===== config.mk =====
export PLATFORM = sky130hd
export DESIGN_NAME = paddle_move_ctrl
export DESIGN_NICKNAME = d
export VERILOG_FILES = /design/src/rtl/paddle_move_ctrl.sv
export SDC_FILE = /design/constraint.sdc
export NUM_CORES = 1
export LEC_CHECK = 0
export CAP_MARGIN = 30
export CORE_MARGIN = 2
export CORE_UTILIZATION = 40
export CTS_CLUSTER_SIZE = 8
export DETAILED_ROUTE_END_ITERATION = 10
export PLACE_DENSITY_LB_ADDON = 0.15
export RECOVER_POWER = 50
export REMOVE_ABC_BUFFERS = 1
export SLEW_MARGIN = 25
export SYNTH_ARGS = -nofsm -noshare
export SYNTH_HDL_FRONTEND = slang
export SYNTH_SLANG_ARGS = --single-unit

===== constraint.sdc =====
create_clock -name clk -period 3.2 [get_ports clk]
set_input_delay 0.96 -clock clk [delete_from_list [all_inputs] [get_ports clk]]
set_output_delay 0.96 -clock clk [all_outputs]
set_load 0.01 [all_outputs]

===== src/rtl/paddle_move_ctrl.sv =====
// Keypad-driven paddle mover: press/auto-repeat decode, per-player pending request, shared round-robin step engine.
// Move appears one edge after the tick grant; optional edge wrap-around via PADDLE_WRAP_EN (saturates when undefined).
module paddle_move_ctrl #(
    parameter int STEP_DIV = 4,
    parameter int REPEAT   = 8
) (
    input  logic       clk,
    input  logic       reset,
    input  logic       unable,
    input  logic       key_valid,
    input  logic [3:0] keycode,
    output logic [7:0] pos1,
    output logic [7:0] pos2,
    output logic       step1,
    output logic       step2
);
    localparam int TW = (STEP_DIV > 2) ? $clog2(STEP_DIV) : 1;
    localparam int RW = (REPEAT > 2) ? $clog2(REPEAT) : 1;
    localparam logic [TW-1:0] TICK_LAST = TW'(STEP_DIV - 1);
    localparam logic [RW-1:0] RPT_LAST  = RW'(REPEAT - 1);

    logic          prev_valid;
    logic [3:0]    prev_code;
    logic [RW-1:0] rep_cnt;
    logic [TW-1:0] tick_cnt;
    logic [1:0]    pending;
    logic [1:0]    dir;         // 1 = right (toward bit 0)
    logic          last_grant;  // 0 = P1, 1 = P2

    logic press, rpt, cmd, cmd_p1, cmd_p2, cmd_right, tick, gnt1, gnt2;

    function automatic logic [7:0] shift_pos(input logic [7:0] p, input logic right);
`ifdef PADDLE_WRAP_EN
        return right ? {p[0], p[7:1]} : {p[6:0], p[7]};
`else
        if (right)
            return p[0] ? p : {1'b0, p[7:1]};
        else
            return p[7] ? p : {p[6:0], 1'b0};
`endif
    endfunction

    always_comb begin
        press     = key_valid && (!prev_valid || (keycode != prev_code));
        rpt       = key_valid && !press && (rep_cnt == RPT_LAST);
        cmd       = (press || rpt) && !unable;
        cmd_p1    = cmd && ((keycode == 4'd1) || (keycode == 4'd2));
        cmd_p2    = cmd && ((keycode == 4'd8) || (keycode == 4'd9));
        cmd_right = (keycode == 4'd2) || (keycode == 4'd9);
        tick      = !unable && (tick_cnt == TICK_LAST);
        // On contention the player not granted last time wins.
        gnt1      = tick && pending[0] && (!pending[1] || last_grant);
        gnt2      = tick && pending[1] && (!pending[0] || !last_grant);
    end

    always_ff @(posedge clk) begin
        if (reset) begin
            prev_valid <= 1'b0;
            prev_code  <= 4'd0;
            rep_cnt    <= '0;
            tick_cnt   <= '0;
            pending    <= 2'b00;
            dir        <= 2'b00;
            last_grant <= 1'b1;
            pos1       <= 8'b0001_0000;
            pos2       <= 8'b0000_1000;
            step1      <= 1'b0;
            step2      <= 1'b0;
        end else begin
            prev_valid <= key_valid;
            prev_code  <= keycode;

            if (!key_valid || press || rpt)
                rep_cnt <= '0;
            else
                rep_cnt <= rep_cnt + 1'b1;

            if (unable || tick_cnt == TICK_LAST)
                tick_cnt <= '0;
            else
                tick_cnt <= tick_cnt + 1'b1;

            step1 <= gnt1;
            step2 <= gnt2;
            if (gnt1) begin
                pos1       <= shift_pos(pos1, dir[0]);
                last_grant <= 1'b0;
            end
            if (gnt2) begin
                pos2       <= shift_pos(pos2, dir[1]);
                last_grant <= 1'b1;
            end

            // A command landing on its own grant cycle survives for a later tick.
            if (unable)
                pending <= 2'b00;
            else begin
                pending[0] <= cmd_p1 ? 1'b1 : (pending[0] && !gnt1);
                pending[1] <= cmd_p2 ? 1'b1 : (pending[1] && !gnt2);
            end
            if (cmd_p1)
                dir[0] <= cmd_right;
            if (cmd_p2)
                dir[1] <= cmd_right;
        end
    end
endmodule


Yosys cells after proc, flatten, opt, wreduce, memory -nomap -nowiden
Cells that the tools add are included.
Widths: inputs -> output; s select.
{"block": "totals", "ff_bits": 33, "latchBits": 0, "ramBits": 0, "rom_bits": 0, "inputBits": 8, "out_inout_bits": 18, "memories": 0}
{"block": "classes", "add_sub_neg": 2, "multipliers": 0, "div": 0, "n_lt_le_gt_ge": 0, "n_eq_ne": 11, "shifts": 0, "n_mux": 8, "n_bitwise": 0, "reduce_logical": 42}
{"operator": "$mux 8", "n": 6}
{"operator": "$logic_and 1x1->1", "n": 13}
{"operator": "$logic_or 1x1->1", "n": 10}
{"operator": "$logic_not 1->1", "n": 9}
{"operator": "$eq 4x4->1 const B", "n": 2}
{"operator": "$reduce_and 2->1", "n": 4}
{"operator": "$reduce_or 2->1", "n": 4}
{"operator": "$reduce_and 3->1", "n": 2}
{"operator": "$eq 4x1->1 const B", "n": 1}
{"operator": "$eq 4x2->1 const B", "n": 1}
{"operator": "$ne 2x1->1 const B", "n": 2}
{"operator": "$ne 2x2->1 const B", "n": 2}
{"operator": "$ne 4x4->1", "n": 1}
{"operator": "$add 3x1->3 const B", "n": 1}
{"operator": "$eq 3x3->1 const B", "n": 1}
{"operator": "$add 2x1->2 const B", "n": 1}
{"operator": "$eq 2x2->1 const B", "n": 1}
{"operator": "$mux 1", "n": 2}

Longest topological paths before layout
{"block": "logic_depth", "word_depth": 10, "mapped_depth": 5}

Worst setup path before layout
OpenSTA, ideal clock, no wires.
{"block": "synth_path", "path_type": "input -> register", "from": "input port unable", "to": "register pos2[3]", "t_arrival_ns": 1.903, "t_required_ns": 3.078, "slack_ns": 1.175, "cell_stages": 4, "n_path_buf": 0, "path_cell_list": "nand3b_1 a21oi_2 nand2_1 a221o_1"}
{"block": "synth_via", "elab_chain_cells": 5}
{"item": "start: declaration", "line": "9", "rtl": "input logic unable,"}
{"item": "$logic_not 1->1", "line": "50", "rtl": "tick = !unable && (tick_cnt == TICK_LAST);"}
{"item": "$logic_and 1x1->1", "line": "50"}
{"item": "$logic_and 1x1->1 (2 in series)", "line": "53", "rtl": "gnt2 = tick && pending[1] && (!pending[0] || !last_grant);"}
{"item": "$reduce_and 3->1 (no source line)"}
{"item": "end signal: assignment", "line": "90", "rtl": "pos2 <= shift_pos(pos2, dir[1]);"}
{"item": "end: declaration", "line": "13", "rtl": "output logic [7:0] pos2,"}
No other way between the ends.
A chain may end at the register's enable or synchronous reset.

==> impl_metrics.ini <==
[outcome]
outcome = complete, no violations

[critical_path]
cpMaxStageDelayCell = sky130_fd_sc_hd__dlygate4sd3_1
data_required_time_of_the_critical_path_ns = 3.33
crit_buf_inv = 2
critical-path-top-delay-family = buffers and inverters
cp_slowest_stage_delay_ns = 0.84
timing.critical_path.fanout_max = 18
worst-setup-path-type = in -> reg
startpoint_type = input port
crit_path_cell_trace = dlygate4sd3_1, clkbuf_1, nand2b_1, o32ai_1
cp.arrival_ns = 2.75
critical_path_sink_type = register

[clock_tree]
post_cts.resized_instances = 0
clk_path_buf_depth = 2
clkLatencyLatePin_ns = 0.28
cts_buffers = 5
cts.hold.buffers_added = 0
ctsHtreeMaxLevel = 2
cts.sinks = 33
root_buffer = sky130_fd_sc_hd__clkbuf_8
cts_setup_buffers = 0
worst_setup_hold_path_clk_slew_ns = 0.06
clock_tree_from_tritoncts = done

[detailed_routing]
routed_via_density = 5.665
drt_pass1_iterations = 5
dr_total_vias = 1371
routedLengthMet1_mm = 1.501
first_iter_violations = 115
antenna_left = 0
detail_route.wirelength_mm = 3.326
met2RoutedLength_mm = 1.584
detail_route.drc_violations = 0
route.top_layer_used = met4
drt-wirelength-per-cell_um = 13.74
route.met3.wl_um = 175

[synthesis]
ys_seq_area_frac = 0.4171
synth_cell_type_count = 48
synth_warnings = 0
mappedNetlistArea_mm2 = 0.001584
syn-mean-instance-area_um2 = 9.318
largest_cells_by_area_after_synthesis = sky130_fd_sc_hd__dfxtp_1, sky130_fd_sc_hd__o32ai_1, sky130_fd_sc_hd__nand2_1
synth_enable_flop_cells = 0
netlist.top_cell.by_area = sky130_fd_sc_hd__dfxtp_1
syn_inst = 170
synth_top_area_frac = 0.4171
dominantRegCellSynth = sky130_fd_sc_hd__dfxtp_1
synth-async-reset-ratio = 0
ys_ff_latch = 33

[placement]
place_inst = 235
dp.final_hpwl_mm = 2.324
io_buffer_count = 25
finalWeightedCongestion = 0.8236

[sta]
hold_viol = 0
max-slew-margin-rel = 0.4664
final.setup_skew_ns = 0.005117
rsz0062_at_grt = false
total_neg_setup_slack_ns = 0
worst-slew-pin-transition_ns = 0.8004
max_slew_violation_count = 0
post-route-min-period_ns = 2.621
whs_ns = 0.4370
max_freq_ghz = 0.3815
number_of_endpoints_failing_setup_at_the_final_stage = 0
min_period_over_period = 0.8191

[power_and_ir_drop]
p_per_area_mw_per_mm2 = 397.6
finalPower_mw = 0.7617
total_leakage_power_nw = 0.7002
vdd_ir_drop_max_mv = 0.2636

[grt]
grt_pass1_vias = 1298
grt_first_pass_wirelength_mm = 5.816
global_route.overflow_total = 0
grt_use_total = 0.1720
maximum_number_of_pins_on_one_net_before_global_route_repair = 19
number_of_antenna_violations_at_the_first_check_in_global_routing = 0

[floorplanning]
rows = 22
dieHeight_um = 66.93
die_w_um = 66.93
starting_density_of_the_core = 0.4231
die_area_mm2 = 0.004480
io_pins = 26
design.core.area_mm2 = 0.003744

[finish]
layout.cells.most_common_list = sky130_fd_sc_hd__dfxtp_1, sky130_fd_sc_hd__clkdlybuf4s50_1, sky130_fd_sc_hd__nand2_1, sky130_fd_sc_hd__nor2_1
layout-drive-gt1-share = 0.08247
antenna_cells = 0
multi_input_area_um2 = 817.0
nets = 205
sequential_cell_area_um2 = 660.6
layoutNonFillerInstCount = 242
syn_to_final_growth_pct = 20.93
mostFrequentLayoutCell = sky130_fd_sc_hd__dfxtp_1
layout.filler_cells = 355

[run]
maxCapViolCount = 0

[min_path]
hp-class = reg -> reg
==> sequential cells by signal, summed over array words and instances (netlist names) <==
register	cells
pos2	8
dir	2
step2	1
rep_cnt	3
pos1	8
last_grant	1
step1	1
prev_code	4
tick_cnt	2
prev_valid	1
pending	2
==> stage by stage <==
| stage | setup WS [ns] | area (um^2) | utilization |
|---|---|---|---|
| after CTS | 0.6755 | 1919 | 0.5127 |
| final | 0.5788 | 1916 | 0.5117 |
| after global routing | 0.4956 | 1916 | 0.5117 |
| after floorplan | 1.175 | 1515 | - |
| after detailed placement | 0.3759 | 1833 | 0.4896 |
| after global placement | 0.4851 | 1833 | 0.4896 |
==> final cells by class <==
cell class / count / area share
timing repair buffer: 26 / 0.1326
clock buffer: 7 / 0.04507
sequential: 33 / 0.3449
inverter: 10 / 0.01960
tap: 48 / 0.03135
multi-input combinational: 118 / 0.4265
==> power by group <==
| group | total, mW | switching (mW) | internal, mW |
|---|---|---|---|
| Combinational | 0.0372 | 0.0181 | 0.0191 |
| Sequential | 0.418 | 0.00262 | 0.416 |
| Clock | 0.306 | 0.136 | 0.170 |
| Total | 0.762 | 0.156 | 0.605 |
==> Yosys cell counts (2+ instances only) <==
| library cell | instances |
|---|---|
| sky130_fd_sc_hd__a21boi_0 | 2 |
| sky130_fd_sc_hd__a21o_1 | 2 |
| sky130_fd_sc_hd__xnor2_1 | 5 |
| sky130_fd_sc_hd__o32ai_1 | 7 |
| sky130_fd_sc_hd__and3b_1 | 2 |
| sky130_fd_sc_hd__clkbuf_1 | 4 |
| sky130_fd_sc_hd__nand2_1 | 14 |
| sky130_fd_sc_hd__buf_4 | 2 |
| sky130_fd_sc_hd__a21o_2 | 2 |
| sky130_fd_sc_hd__clkbuf_8 | 2 |
| sky130_fd_sc_hd__nand2b_1 | 4 |
| sky130_fd_sc_hd__ha_1 | 3 |
| sky130_fd_sc_hd__nand3_1 | 2 |
| sky130_fd_sc_hd__nand4b_1 | 2 |
| sky130_fd_sc_hd__a221o_1 | 2 |
| sky130_fd_sc_hd__nand3b_1 | 2 |
| sky130_fd_sc_hd__o21ai_0 | 5 |
| sky130_fd_sc_hd__a21oi_1 | 5 |
| sky130_fd_sc_hd__and3_1 | 2 |
| sky130_fd_sc_hd__nor2b_1 | 6 |
| sky130_fd_sc_hd__a221oi_1 | 6 |
| sky130_fd_sc_hd__inv_1 | 10 |
| sky130_fd_sc_hd__o211ai_1 | 3 |
| sky130_fd_sc_hd__o31ai_1 | 3 |
| sky130_fd_sc_hd__mux2i_1 | 2 |
| sky130_fd_sc_hd__a31oi_1 | 3 |
| sky130_fd_sc_hd__dfxtp_1 | 33 |
| sky130_fd_sc_hd__nor2_1 | 14 |
| sky130_fd_sc_hd__nor3b_1 | 2 |
==> kinds of logic (layout without fill, tap and decap cells) <==
group           Yosys count  after routing  share of synthesized area
compound gates           49             49                     0.2385
flops                    33             33                     0.4171
xor+xnor                  5              5                    0.02764
simple gates             59             59                     0.2133
buf+inv                  19             43                    0.06714
fa+ha+maj                 3              3                    0.02370
mux                       2              2                    0.01264
==> routing by layer <==
| layer | GRT usage | vias to the layer above |
|---|---|---|
| met1 | 0.2168 | 636 |
| met4 | 0.08163 | 0 |
| li1 | - | 672 |
| met5 | 0 | - |
| met3 | 0.04054 | 7 |
| met2 | 0.2750 | 56 |
==> path summary, 6_finish.rpt <==
path	startpoint	end	slack [ns]	depth (start not counted)
worst max-delay path	reset	pos2[7]	0.58	4
worst min-delay path	tick_cnt[0]	tick_cnt[0]	0.44	1
worst max register to register	tick_cnt[0]	pos2[3]	1.35	5
worst min register to register	tick_cnt[0]	tick_cnt[0]	0.44	1
No activity file was read; power rests on OpenSTA's default activity.
